### config.mk
export PLATFORM = sky130hd
export DESIGN_NAME = risc16_core
export DESIGN_NICKNAME = d
export VERILOG_FILES = /design/src/rtl/risc16_core.sv
export SDC_FILE = /design/constraint.sdc
export NUM_CORES = 1
export LEC_CHECK = 0
export BUFFER_PORTS_ARGS = -buffer_cell sky130_fd_sc_hd__buf_2
export CAP_MARGIN = 20
export CORE_MARGIN = 2
export CORE_UTILIZATION = 35
export CTS_CLUSTER_SIZE = 20
export DETAILED_ROUTE_END_ITERATION = 8
export GPL_TIMING_DRIVEN = 1
export HOLD_SLACK_MARGIN = 0.06
export PLACE_DENSITY = 0.53
export SLEW_MARGIN = 20
export SYNTH_ARGS = -nofsm -noshare
export SYNTH_HDL_FRONTEND = slang
export SYNTH_SLANG_ARGS = --single-unit
### constraint.sdc
create_clock -name i_clk -period 5.55 [get_ports i_clk]
set_input_delay 1.11 -clock i_clk [delete_from_list [all_inputs] [get_ports i_clk]]
set_output_delay 1.11 -clock i_clk [all_outputs]
set_load 0.05 [all_outputs]
### src/rtl/risc16_core.sv
// Single-cycle RiSC-16 core: eight 16-bit registers (r0 reads zero),
// eight opcodes, and separate instruction and data memory ports.
// Every instruction decodes, executes and commits within one clock.
module risc16_core (
  input  logic        i_clk,
  input  logic        i_rst_n,
  input  logic [15:0] i_inst,
  output logic [15:0] o_pc,
  input  logic [15:0] i_mem_rd_data,
  output logic [15:0] o_mem_addr,
  output logic [15:0] o_mem_wr_data,
  output logic        o_mem_wr_en
);

  typedef enum logic [2:0] {
    OP_ADD  = 3'b000,
    OP_ADDI = 3'b001,
    OP_NAND = 3'b010,
    OP_LUI  = 3'b011,
    OP_SW   = 3'b100,
    OP_LW   = 3'b101,
    OP_BEQ  = 3'b110,
    OP_JALR = 3'b111
  } opcode_t;

  logic [15:0] pc;
  logic [15:0] regs [8];

  opcode_t     op;
  logic [2:0]  ra;
  logic [2:0]  rb;
  logic [2:0]  rc;
  logic [15:0] imm7_sext;
  logic [15:0] imm10_hi;
  logic [15:0] val_a;
  logic [15:0] val_b;
  logic [15:0] val_c;
  logic [15:0] pc_plus1;
  logic [15:0] ea;
  logic [15:0] next_pc;
  logic [15:0] wb_data;
  logic        wb_en;

  // Field extraction and combinational register reads; r0 is forced to zero
  // here so the storage slot for r0 never matters.
  always_comb begin
    op        = opcode_t'(i_inst[15:13]);
    ra        = i_inst[12:10];
    rb        = i_inst[9:7];
    rc        = i_inst[2:0];
    imm7_sext = {{9{i_inst[6]}}, i_inst[6:0]};
    imm10_hi  = {i_inst[9:0], 6'b000000};
    val_a     = (ra == 3'd0) ? 16'h0000 : regs[ra];
    val_b     = (rb == 3'd0) ? 16'h0000 : regs[rb];
    val_c     = (rc == 3'd0) ? 16'h0000 : regs[rc];
    pc_plus1  = pc + 16'd1;
    ea        = val_b + imm7_sext;
  end

  // Execute: choose the write-back value and the next PC for each opcode.
  always_comb begin
    wb_en   = 1'b0;
    wb_data = 16'h0000;
    next_pc = pc_plus1;
    case (op)
      OP_ADD: begin
        wb_en   = 1'b1;
        wb_data = val_b + val_c;
      end
      OP_ADDI: begin
        wb_en   = 1'b1;
        wb_data = ea;
      end
      OP_NAND: begin
        wb_en   = 1'b1;
        wb_data = ~(val_b & val_c);
      end
      OP_LUI: begin
        wb_en   = 1'b1;
        wb_data = imm10_hi;
      end
      OP_SW: begin
        wb_en = 1'b0;
      end
      OP_LW: begin
        wb_en   = 1'b1;
        wb_data = i_mem_rd_data;
      end
      OP_BEQ: begin
        if (val_a == val_b) begin
          next_pc = pc_plus1 + imm7_sext;
        end
      end
      OP_JALR: begin
        wb_en   = 1'b1;
        wb_data = pc_plus1;
        next_pc = val_b;
      end
      default: begin
        wb_en = 1'b0;
      end
    endcase
  end

  // Data memory port; the write strobe is gated off while reset is held so
  // the RAM cannot be written by whatever instruction the ROM shows at PC 0.
  always_comb begin
    o_pc          = pc;
    o_mem_addr    = ea;
    o_mem_wr_data = val_a;
    o_mem_wr_en   = (op == OP_SW) && i_rst_n;
  end

  // Architectural state commit: PC and destination register update together.
  always_ff @(posedge i_clk or negedge i_rst_n) begin
    if (!i_rst_n) begin
      pc <= 16'h0000;
      for (int i = 0; i < 8; i++) begin
        regs[i] <= 16'h0000;
      end
    end else begin
      pc <= next_pc;
      if (wb_en && (ra != 3'd0)) begin
        regs[ra] <= wb_data;
      end
    end
  end

endmodule

# --- Yosys cells after proc, flatten, opt, wreduce, memory -nomap -nowiden ---
# Cells that the tools add are included.
totals:
  reg_bits: 144
  output_inout_bits: 49
op_classes:
  n_addsub: 4
  order_cmp: 4
  n_eq_ne: 8
  n_mux: 19
  bitwise: 5
  n_reduce_logical: 9
op_table:
  columns: ["operator", "n"]
  rows:
  - ["$mux 16", 11]
  - ["$bmux 16 s3", 3]
  - ["$bwmux 128", 1]
  - ["$pmux 16 s6", 1]
  - ["$add 16x16->16", 3]
  - ["$demux 16 s3", 1]
  - ["$pmux 16 s2", 1]
  - ["$add 16x1->16 const B", 1]
  - ["$and 16x16->16", 1]
  - ["$eq 16x16->1", 1]
  - ["$not 16->16", 1]
  - ["$eq 3x3->1 const B", 4]
  - ["$ge 4x4->1 const B", 3]
  - ["$logic_not 3->1", 4]
  - ["$not 3->4", 3]
  - ["$eq 3x2->1 const B", 2]
  - ["$reduce_or 6->1", 1]
  - ["$lt 4x1->1 const B", 1]
  - ["$eq 3x1->1 const B", 1]
  - ["$logic_and 1x1->1", 3]
  - ["$reduce_bool 3->1", 1]
  - ["$mux 1", 1]

# --- Longest topological paths before layout ---
# Gate-level depths: netlist (run 1).
logic_depth:
  depth_word: 9
  depth_mapped: 18

# --- Worst setup path before layout (run 1) ---
# No wires, ideal clock.
synth_timing:
  path_kind: "input-to-output"
  start: "input i_inst[7]"
  end: "output o_mem_addr[15]"
  t_arrival_ps: 4757
  t_required_ps: 4440
  slack_ps: -317
  cell_stages: 14
  cell_sequence: "buf_2 buf_2 mux4_2 a21oi_1 inv_1 ha_1 and3_1 nand2_1 o31ai_2 a22oi_1 a21oi_1 a21o_1 a21oi_1 xnor2_1"
synth_via:
  elab_chain_cells: 6
synth_rtl:
  columns: ["element", "line_no", "source"]
  rows:
  - ["start: declaration", "7", "input logic [15:0] i_inst,"]
  - ["$not 3->4 (not written as such)", "54", "val_b = (rb == 3'd0) ? 16'h0000 : regs[rb];"]
  - ["$bmux 16 s3", "54", null]
  - ["$mux 16 (not written as such) (2 in series)", "54", null]
  - ["$mux 16 *", "54", null]
  - ["$add 16x16->16 *", "57", "ea = val_b + imm7_sext;"]
  - ["end: declaration", "10", "output logic [15:0] o_mem_addr,"]
# Mark *: on every way between the ends. The rest lies on a longest branch, timed or not. The select of a mux whose other input is x is not followed.

# --- Worst setup path in the final report (run 1) ---
# Ends and elaborated chain as after synthesis.

==> results of run 1 <==
layout by cell type (no fill, tap or decap), types with 10 or more instances in the layout:
cell	synthesis	layout
dfrtp_1	128	128
a21oi_1	127	123
nand2_1	107	107
o21ai_0	98	98
buf_4	0	98
nor2_1	88	88
buf_2	12	76
inv_1	54	54
mux2_2	54	54
ha_1	49	49
mux4_2	48	48
xnor2_1	50	45
a221o_1	26	26
a221oi_1	23	23
mux2i_1	22	22
xor2_1	20	20
a21o_1	17	17
clkbuf_16	0	17
a22oi_1	14	14
a211oi_1	14	13
and2_1	12	12
nand4_1	11	11
and3_1	10	10
worst paths after layout:
check | start | slack (ps) | endpoint
setup / recovery | i_inst[7] | 150 | o_mem_addr[15]
hold / removal | regs[10]$_DFFE_PN0P_ | 530 | regs[10]$_DFFE_PN0P_
setup reg to reg | regs[4]$_DFFE_PN0P_ | 1460 | regs[59]$_DFFE_PN0P_
hold reg to reg | regs[10]$_DFFE_PN0P_ | 530 | regs[10]$_DFFE_PN0P_
max in group asynchronous | i_rst_n | 3600 | regs[107]$_DFFE_PN0P_
min in group asynchronous | i_rst_n | 700 | regs[62]$_DFFE_PN0P_
power by group:
| group | internal, mW | total (mW) | switching, mW |
|---|---|---|---|
| Sequential | 1.21 | 1.52 | 0.310 |
| Clock | 0.715 | 1.19 | 0.474 |
| Combinational | 1.28 | 3.15 | 1.87 |
| Total | 3.21 | 5.86 | 2.65 |
layout make-up:
class	count	area, sq um
fillers	3011	17600
multi-input cells	919	7120
flip-flops and latches	128	3200
repair buffers	180	1180
well taps	396	495
clock buffers	18	439
inverters	55	206
clock inverters	13	163
diodes	1	2.50
repair_timing:
item | in CTS | in global routing
hold buffers | 0 | 0
gates resized for setup | 2 | 14
endpoints found under the setup margin | 2 | 8
sequential cells by signal (all words and copies together), names as in the netlist:
name and flops:
regs 112, o_pc 16
cell families after synthesis:
group,count (synthesis),synth area share [%]
xor+xnor,70,5.70
flops,128,29.8
buf+inv,135,4.99
compound gates,379,22.5
mux,130,18.5
simple gates,288,12.3
fa+ha+maj,52,6.16
tightest hold or removal path, delay by kind of cell (launching register included):
| family | cells | cell delay (ps) |
|---|---|---|
| flip-flops | 1 | 380 |
| AND/OR/NAND/NOR | 1 | 50 |
| AO/OA/AOI/OAI | 1 | 60 |
through the flow:
step           setup TNS [ps]  utilization (%)  cell area, sq um  hold WS [ps]
6_report                    0             42.1             12800           531
5_1_grt                     0             42.1             12800           572
4_1_cts                     0             41.9             12800           527
3_5_place_dp                0             39.9             12100           510
3_3_place_gp                0             39.9             12100           507
2_1_floorplan           -79.0                -             10800           476
synthesized netlist by cell type, types with 5 or more instances:
cell      count
nor3_1       10
nand4_1      11
a211oi_1     14
nand3_1       9
xnor2_1      50
xor2_1       20
dfrtp_1     128
nor2_1       88
a21o_1       17
and2_1       12
mux2_2       54
mux4_2       48
o21ai_0      98
clkbuf_1     60
mux2i_1      22
a22oi_1      14
buf_2        12
a221oi_1     23
or3_1         5
inv_1        54
and3_1       10
nand2_1     107
buf_1         6
nor2b_1       8
a21oi_1     127
ha_1         49
mux2_4        5
a221o_1      26
o31ai_1       9
a31oi_1       9
routing by layer:
layer	track usage (%)	vias to the layer above	routed length, um
li1	-	4654	-
met1	32.9	4927	17100
met2	39.8	344	17800
met3	4.39	68	2270
met4	9.01	2	1220
met5	0	-	9
==> key figures, run 1 <==
STA
  – Slew HR: 38.9%
  – Final worst path period share: 97.4%
  – Tightest Pin Transition: 913 ps
  – Fin. Hold Viols: 0
  – Fmax: 0.185 GHz
  – Slew Viols, Final: 0
  – Final min period: 5400 ps
  – Final worst clock skew: 13.9 ps
  – Final setup viols: 0
  – Worst setup margin: 145 ps
  – RSZ-0062 raised after global routing: false

Worst setup path
  – Worst Reg2Reg Path Length in Cells: 14
  – Most used cell, CP: a21oi_2
  – Critical path buffers and inverters: 3
  – CP max FO: 6
  – Worst path top cell family by delay: compound AO/OA/AOI/OAI gates
  – Crit-path cells: buf_2 > mux4_2 > a21oi_1 > inv_1 > ha_1 > and4_1 > a32oi_1 > o31ai_2 > a22oi_1 > a21oi_2 > a21o_1 > a21oi_2 > xnor2_2 > buf_4
  – Levels on crit path: 14
  – CP Launch Type: input port
  – CP required: 4440 ps
  – Crit Path Class: in2out
  – Setup crit end kind: primary output
  – CP arrival: 4290 ps
  – CP max stage cell: mux4_2
  – Slowest stage delay, CP: 530 ps

GRT
  – GR Util All Layers: 24.6%
  – Antenna violations before repair: 2
  – Largest net degree at the start of global routing: 78
  – Vias in the first global route: 9883
  – First-pass GRT wire length: 58700 um
  – Total gr overflow: 0

Placed design
  – Gpl congestion: 0.928
  – PortBufs: 82
  – Dpl cells: 1678
  – Hpwl dp: 28800 um
  – Pre-CTS WS: 3.76 ps

Die
  – Die X: 179 um
  – CORE AREA: 30400 sq um
  – Row count: 64
  – Num ports: 83
  – Initial core utilization: 35.4%
  – Die ar.: 32200 sq um
  – Die height: 179 um

Finish
  – Area growth from synthesis to layout: 19.1%
  – Share of layout cells above drive strength 1: 26.4%
  – Final nets: 1386
  – Layout Cells excl Fill: 1710

Synthesis
  – Register bit count reported by yosys: 128
  – Ranking of synthesized cells by area: dfrtp_1, mux4_2, a21oi_1
  – Cell Area, Synth: 10800 sq um
  – Synth top area share: 29.8%
  – Synth Area per Inst: 9.11 sq um
  – Post-synth EDFFs: 0
  – Synth Net Count: 1267
  – Yosys top cell by area: dfrtp_1
  – Yosys warning total: 0
  – Top FF cell, synth: dfrtp_1
  – Synth cell types: 72
  – Post-synth ARST share: 100%
  – Sequential-to-total area share from yosys stat: 29.8%
  – Synthesized instance count: 1182

Drt
  – Iteration count of the initial detailed-routing pass: 4
  – Vias/cell: 5.85
  – Drt drc: 0
  – Post-Route WL: 38400 um
  – Initial drt markers: 872
  – Via count of the routed design: 9995
  – Routed wire per std cell: 22.4 um
  – Detail Route Antenna Nets: 0

CTS
  – Root buf cell: clkbuf_16
  – CTS H-Tree Depth: 4
  – CTS tree: yes
  – Clock tree buffer depth: 2
  – Post-CTS Setup Bufs: 0
  – Worst-Skew Late Latency: 450 ps
  – # clock sinks: 128
  – TritonCTS Buffers: 17
  – Clock transition at path regs: 60 ps

Min path
  – HP Class: reg2reg
  – Hold Crit Depth: 2

Power and ir drop
  – PwrDens: 457 nW/um^2
  – Worst vdd ir: 0.000259 V
  – Total Power: 5.86 mW
  – Pleak: 5.71 nW

Run
  – Max-cap violations: 0

Status
  – Outcome: finished clean
No activity file was read; power rests on OpenSTA's default activity.
==> run 2, diff against run 1 <==
- clock period: 5.55 -> 5.5 ns (I/O delays scaled with it)
==> run 2 against run 1 <==
- combinational power barely moved
- core utilization barely moved
- clock skew fell by 4.5 ps
- die area did not move
- largest power group unchanged
- largest cell class unchanged
- first-iteration DRC count rose by 14%
==> key figures, run 2 (synthesis gave the netlist of run 1 again) <==
Die
  – Row count: 64 (unchanged)
  – Die height: 179 um (unchanged)
  – Die X: 179 um (unchanged)
  – Num ports: 83 (unchanged)
  – CORE AREA: 30400 sq um (unchanged)
  – Die ar.: 32200 sq um (unchanged)
  – Initial core utilization: 35.4% (unchanged)

Finish
  – Largest Register: regs
  – Most common cell after layout, fill and taps aside: dfrtp_1
  – Area growth from synthesis to layout: 19.0% (about the same)
  – Final nets: 1389 (+0.22%)
  – Share of layout cells above drive strength 1: 26.5% (+0.17 points)
  – Most frequent cells in the layout: dfrtp_1, a21oi_1, nand2_1, buf_4, o21ai_0
  – Max reg flops: 112 (unchanged)

Power and ir drop
  – PwrDens: 456 nW/um^2 (-0.33%)
  – Worst vdd ir: 0.000202 V (-22%)
  – Clock Power Share: 19.3% (-1.0 points)
  – Switching part of the total: 45.5% (+0.23 points)
  – Sequential power share: 26.3% (+0.4 points)
  – Total net switching power: 2.65 mW (+0.12%)
  – Logic pwr share: 54.4% (+0.6 points)
  – Pleak: 5.72 nW (+0.22%)
  – Internal Power: 3.18 mW (-0.79%)

STA
  – Tightest Pin Transition: 1010 ps (+93.1 ps)
  – Slew Viols, Final: 0 (unchanged)
  – Final min period: 5350 ps
  – Fin. Hold Viols: 0 (unchanged)
  – Setup_tns: 0 ps (unchanged)
  – RSZ-0062 raised after global routing: true
  – Final worst path period share: 97.3%
  – Slew HR: 32.9% (-6.0 points)
  – WHS: 521 ps (-10.1 ps)
  – Fmax: 0.187 GHz
  – Final setup viols: 0 (unchanged)
  – Final worst clock skew: 9.39 ps (-4.51 ps)

Worst setup path
  – Crit path from: i_inst[7]
  – Setup crit end kind: primary output
  – CP arrival: 4250 ps (-40 ps)
  – CP Launch Type: input port
  – Crit Path Class: in2out
  – CP required: 4400 ps (-40 ps)
  – CP max FO: 9 (+3)
  – Reg2reg start: regs[48]$_DFFE_PN0P_

GRT
  – Largest net degree at the start of global routing: 62 (-21%)
  – Total gr overflow: 0 (unchanged)
  – Met1 Use GR: 31.9% (-0.97 points)
  – Most Crowded Layer GR: met2
  – Met3 GRT Util: 4.81% (+0.42 points)
  – Vias in the first global route: 10000 (+1.5%)
  – First-pass GRT wire length: 58900 um (+0.32%)
  – GR Util All Layers: 24.5% (-0.060 points)
  – Antenna violations before repair: 1 (-1)
  – Met2 Use GR: 40.6% (+0.80 points)

CTS
  – Root buf cell: clkbuf_16
  – Clock transition at path regs: 60 ps (about the same)
  – Clock tree buffer depth: 2 (unchanged)
  – Worst-Skew Late Latency: 430 ps (-20 ps)
  – TritonCTS Buffers: 17 (unchanged)
  – CTS tree: yes
  – CTS H-Tree Depth: 4 (unchanged)
  – Post-CTS Setup Bufs: 0 (unchanged)
  – # clock sinks: 128 (unchanged)

Drt
  – Vias/cell: 5.83 (-0.28%)
  – Via count of the routed design: 9984 (-0.11%)
  – Routed wire per std cell: 22.3 um (-0.48%)
  – Drt drc: 0 (unchanged)
  – Initial drt markers: 998 (+14%)
  – Detail Route Antenna Nets: 0 (unchanged)
  – Post-Route WL: 38300 um (-0.31%)
  – Iteration count of the initial detailed-routing pass: 5 (+1)

Min path
  – HP Class: reg2reg
  – Hold Crit Start: regs[27]$_DFFE_PN0P_

Placed design
  – Gpl congestion: 0.931 (+0.30%)
  – Hpwl dp: 29100 um (+1.0%)
  – PortBufs: 82 (unchanged)

Run
  – Max-cap violations: 0 (unchanged)

Status
  – Outcome: finished clean
run 2: changes by cell type in the layout (fill, tap and decap cells not counted), sizes merged:
| cell | before | now |
|---|---|---|
| clkinv | 2 | 7 |
| bufinv | 3 | 2 |
| buf | 178 | 182 |
| clkinvlp | 6 | 2 |
| clkbuf | 20 | 19 |
run 2: final timing paths:
check	endpoint	slack, ps	depth (start not counted)
setup / recovery	o_mem_addr[10]	150	14
hold / removal	regs[27]$_DFFE_PN0P_	520	2
setup reg to reg	regs[44]$_DFFE_PN0P_	1540	15
hold reg to reg	regs[27]$_DFFE_PN0P_	520	2
max in group asynchronous	regs[98]$_DFFE_PN0P_	3920	2
min in group asynchronous	regs[46]$_DFFE_PN0P_	530	1
run 2: repair_timing:
| action | in CTS | in global routing |
|---|---|---|
| endpoints found under the setup margin | 3 | 7 |
| pin swaps | 0 | 0 |
| gates resized for setup | 3 | 18 |
| cloned | 0 | 0 |
| hold buffers | 0 | 0 |
run 2: metrics by stage:
step / power, mW / instances / util [%] / setup WS (ps) / cell area, sq um
after detailed placement: 4.65 / 1681 / 40.0 / -77.4 / 12200
final: 5.83 / 1713 / 42.1 / 151 / 12800
after global placement: 4.61 / 1681 / 40.0 / -9.78 / 12200
after CTS: 5.80 / 1712 / 41.9 / 5.57 / 12700
after global routing: 6.21 / 1712 / 42.1 / -8.62 / 12800
after floorplan: 3.72 / 1182 / - / -90.3 / 10800
run 2: area by class of cell:
type | instances | area [sq um]
antenna | 1 | 2.50
clock buffer | 18 | 429
clock inverter | 13 | 139
fill | 3090 | 17600
inverter | 55 | 206
multi-input combinational | 919 | 7120
sequential | 128 | 3200
tap | 396 | 495
timing repair buffer | 183 | 1210
run 2: worst max-delay path, cell delays in order:
cell and delay, ps:
buf_2 210, buf_6 190, mux4_2 510, a21oi_2 220
inv_1 90, ha_1 320, buf_4 150, a21o_1 140
a21oi_1 190, o211ai_1 130, o21a_1 260, buf_4 170
xnor2_1 300, buf_4 270
run 2: routing by layer:
| layer | routed length, um | part of all wire, % |
|---|---|---|
| met1 | 17000 | 44 |
| met2 | 17900 | 47 |
| met3 | 2290 | 6.0 |
| met4 | 1100 | 2.9 |
| met5 | 0 | 0 |
run 2: power by group through the flow:
| stage | logic (mW) | clock network (mW) | registers [mW] |
|---|---|---|---|
| detailed placement | 3.11 | 0 | 1.54 |
| floorplan | 2.15 | 0 | 1.57 |
| CTS | 3.13 | 1.14 | 1.52 |
| global placement | 3.09 | 0 | 1.53 |
| finish | 3.18 | 1.12 | 1.53 |
| global route | 3.45 | 1.19 | 1.57 |
==> run 3, diff against run 2 <==
- CORE_UTILIZATION: 35 -> 62
- PLACE_DENSITY: 0.53 -> 0.84
==> run 3 against run 2 <==
- non-clock buffer count is 25 lower
- first-iteration DRC count is 57% higher
- largest power group unchanged
- maximum frequency is 0.64% lower
- highest routed layer unchanged
- flip-flop and latch count stayed put
- via count is 8.0% higher
==> key figures, run 3 (synthesis gave the netlist of run 1 again) <==
GRT
  – Largest net degree at the start of global routing: 84 (+35%)
  – First-pass GRT wire length: 56600 um (-3.9%)
  – GR Util All Layers: 40.3% (+16 points)
  – Vias in the first global route: 10300 (+3.0%)
  – Total gr overflow: 0 (unchanged)
  – Antenna violations before repair: 0 (-1)

Die
  – CORE AREA: 17100 sq um (-44%)
  – Initial core utilization: 62.9% (+28 points)
  – Die height: 136 um (-24%)
  – Die X: 136 um (-24%)
  – Die ar.: 18400 sq um (-43%)
  – Num ports: 83 (unchanged)
  – Row count: 48 (-25%)

Placed design
  – Pre-CTS WS: -8.84 ps (+68.5 ps)
  – Dpl cells: 1485 (-12%)
  – Post-DP Area: 11800 sq um (-3.1%)
  – Hpwl dp: 25800 um (-12%)
  – Gpl congestion: 1.02 (+9.8%)
  – PortBufs: 82 (unchanged)

Finish
  – Max reg flops: 112 (unchanged)
  – Final nets: 1364 (-1.8%)
  – Multi-input logic area: 7110 sq um (-0.18%)
  – Sequential cell area: 3200 sq um (unchanged)
  – Fillers: 1247 (-60%)
  – Share of layout cells above drive strength 1: 25.2% (-1.3 points)
  – Layout Cells excl Fill: 1517 (-11%)
  – Area growth from synthesis to layout: 16.0%
  – Diodes inserted: 0 (-1)
  – Largest Register: regs
  – Utilization after layout: 73.0% (+31 points)
  – Most frequent cells in the layout: dfrtp_1, a21oi_1, nand2_1, o21ai_0, nor2_1
  – Most common cell after layout, fill and taps aside: dfrtp_1
  – Post-route design area: 12500 sq um (-2.5%)

STA
  – Worst setup margin: 116 ps (-34.7 ps)
  – Final worst clock skew: 9.50 ps (+0.111 ps)
  – Fmax: 0.186 GHz (-0.64%)
  – Slew HR: 33.3% (+0.36 points)
  – Slew Viols, Final: 0 (unchanged)
  – Fin. Hold Viols: 0 (unchanged)
  – Setup_tns: 0 ps (unchanged)
  – Final worst path period share: 97.9% (+0.63 points)
  – WHS: 540 ps (+19.0 ps)
  – Tightest Pin Transition: 1000 ps (-5.35 ps)
  – Final min period: 5380 ps (+34.7 ps)
  – Final setup viols: 0 (unchanged)
  – RSZ-0062 raised after global routing: false

Drt
  – Vias/cell: 7.11 (+22%)
  – Initial drt markers: 1562 (+57%)
  – Detail Route Antenna Nets: 0 (unchanged)
  – Via count of the routed design: 10800 (+8.0%)
  – Routed wire per std cell: 24.2 um (+8.4%)
  – Iteration count of the initial detailed-routing pass: 8 (+3)
  – Post-Route WL: 36700 um (-4.0%)
  – Drt drc: 0 (unchanged)

CTS
  – # clock sinks: 128 (unchanged)
  – Root buf cell: clkbuf_16
  – Post-CTS Setup Bufs: 0 (unchanged)
  – TritonCTS Buffers: 17 (unchanged)
  – Clock transition at path regs: 60 ps (about the same)
  – Hold buffers post-CTS: 0 (unchanged)
  – Worst-Skew Late Latency: 430 ps (about the same)
  – CTS H-Tree Depth: 4 (unchanged)
  – Clock tree buffer depth: 2 (unchanged)
  – CTS tree: yes

Run
  – Max-cap violations: 0 (unchanged)

Worst setup path
  – Setup crit end kind: primary output
  – Crit Path Class: in2out
  – CP max FO: 9 (unchanged)
  – CP arrival: 4280 ps (+30 ps)
  – CP required: 4400 ps (about the same)
  – Crit-path cells: clkbuf_4 > mux4_2 > a21oi_1 > inv_1 > ha_1 > and4_1 > a32oi_1 > o31ai_2 > buf_4 > a211oi_1 > o21bai_1 > a21oi_2 > xnor2_2 > buf_4
  – Most used cell, CP: buf_4
  – Slowest stage delay, CP: 520 ps (about the same)
  – CP Launch Type: input port
  – CP max stage cell: mux4_2

Status
  – Outcome: finished clean

Power and ir drop
  – Worst vdd ir: 0.000297 V (+47%)
  – PwrDens: 480 nW/um^2 (+5.3%)
  – Pleak: 5.63 nW (-1.5%)
  – Total Power: 5.99 mW (+2.7%)

Min path
  – HP Class: reg2reg
[run 3: timing repair]
action | 4_1_cts | 5_1_grt
setup endpoints to repair | 2 | 6
resized for setup | 2 | 13
pin swaps | 0 | 1
[run 3: path summary, 6_finish.rpt]
kind	start	to	slack [ps]	depth (start not counted)
setup / recovery	i_inst[7]	o_mem_addr[9]	120	14
hold / removal	regs[0]$_DFFE_PN0P_	regs[0]$_DFFE_PN0P_	540	2
setup reg to reg	regs[16]$_DFFE_PN0P_	regs[28]$_DFFE_PN0P_	1490	14
hold reg to reg	regs[0]$_DFFE_PN0P_	regs[0]$_DFFE_PN0P_	540	2
max in group asynchronous	i_rst_n	regs[11]$_DFFE_PN0P_	3420	3
min in group asynchronous	i_rst_n	regs[50]$_DFFE_PN0P_	880	2
[run 3: area by class of cell]
type / instances / area share [%]
Clock buffer: 17 / 3.41
Clock inverter: 15 / 1.78
Inverter: 55 / 1.65
Multi-Input combinational cell: 919 / 56.9
Sequential cell: 128 / 25.6
Tap cell: 225 / 2.25
Timing Repair Buffer: 158 / 8.34
[run 3: power breakdown]
group / total (mW) / leakage (nW) / switching [mW] / internal [mW]
logic: 3.16 / 3.76 / 1.90 / 1.26
clock network: 1.27 / 0.308 / 0.491 / 0.776
registers: 1.57 / 1.56 / 0.347 / 1.22
[run 3: worst max-delay path: cells and delay by family]
family / cells / cell delay, ps
mux: 1 / 520
simple gates: 1 / 200
compound gates: 6 / 1270
xor+xnor: 1 / 150
fa+ha+maj: 1 / 320
buf+inv: 4 / 730
[run 3: routing by layer]
metal  up-vias  share of wire (%)  GRT usage, %
met2       839                 46          64.4
met5         -                  0             0
met4         0                5.0          20.0
met3       186                 12          10.6
li1       4606                  -             -
met1      5149                 37          51.0
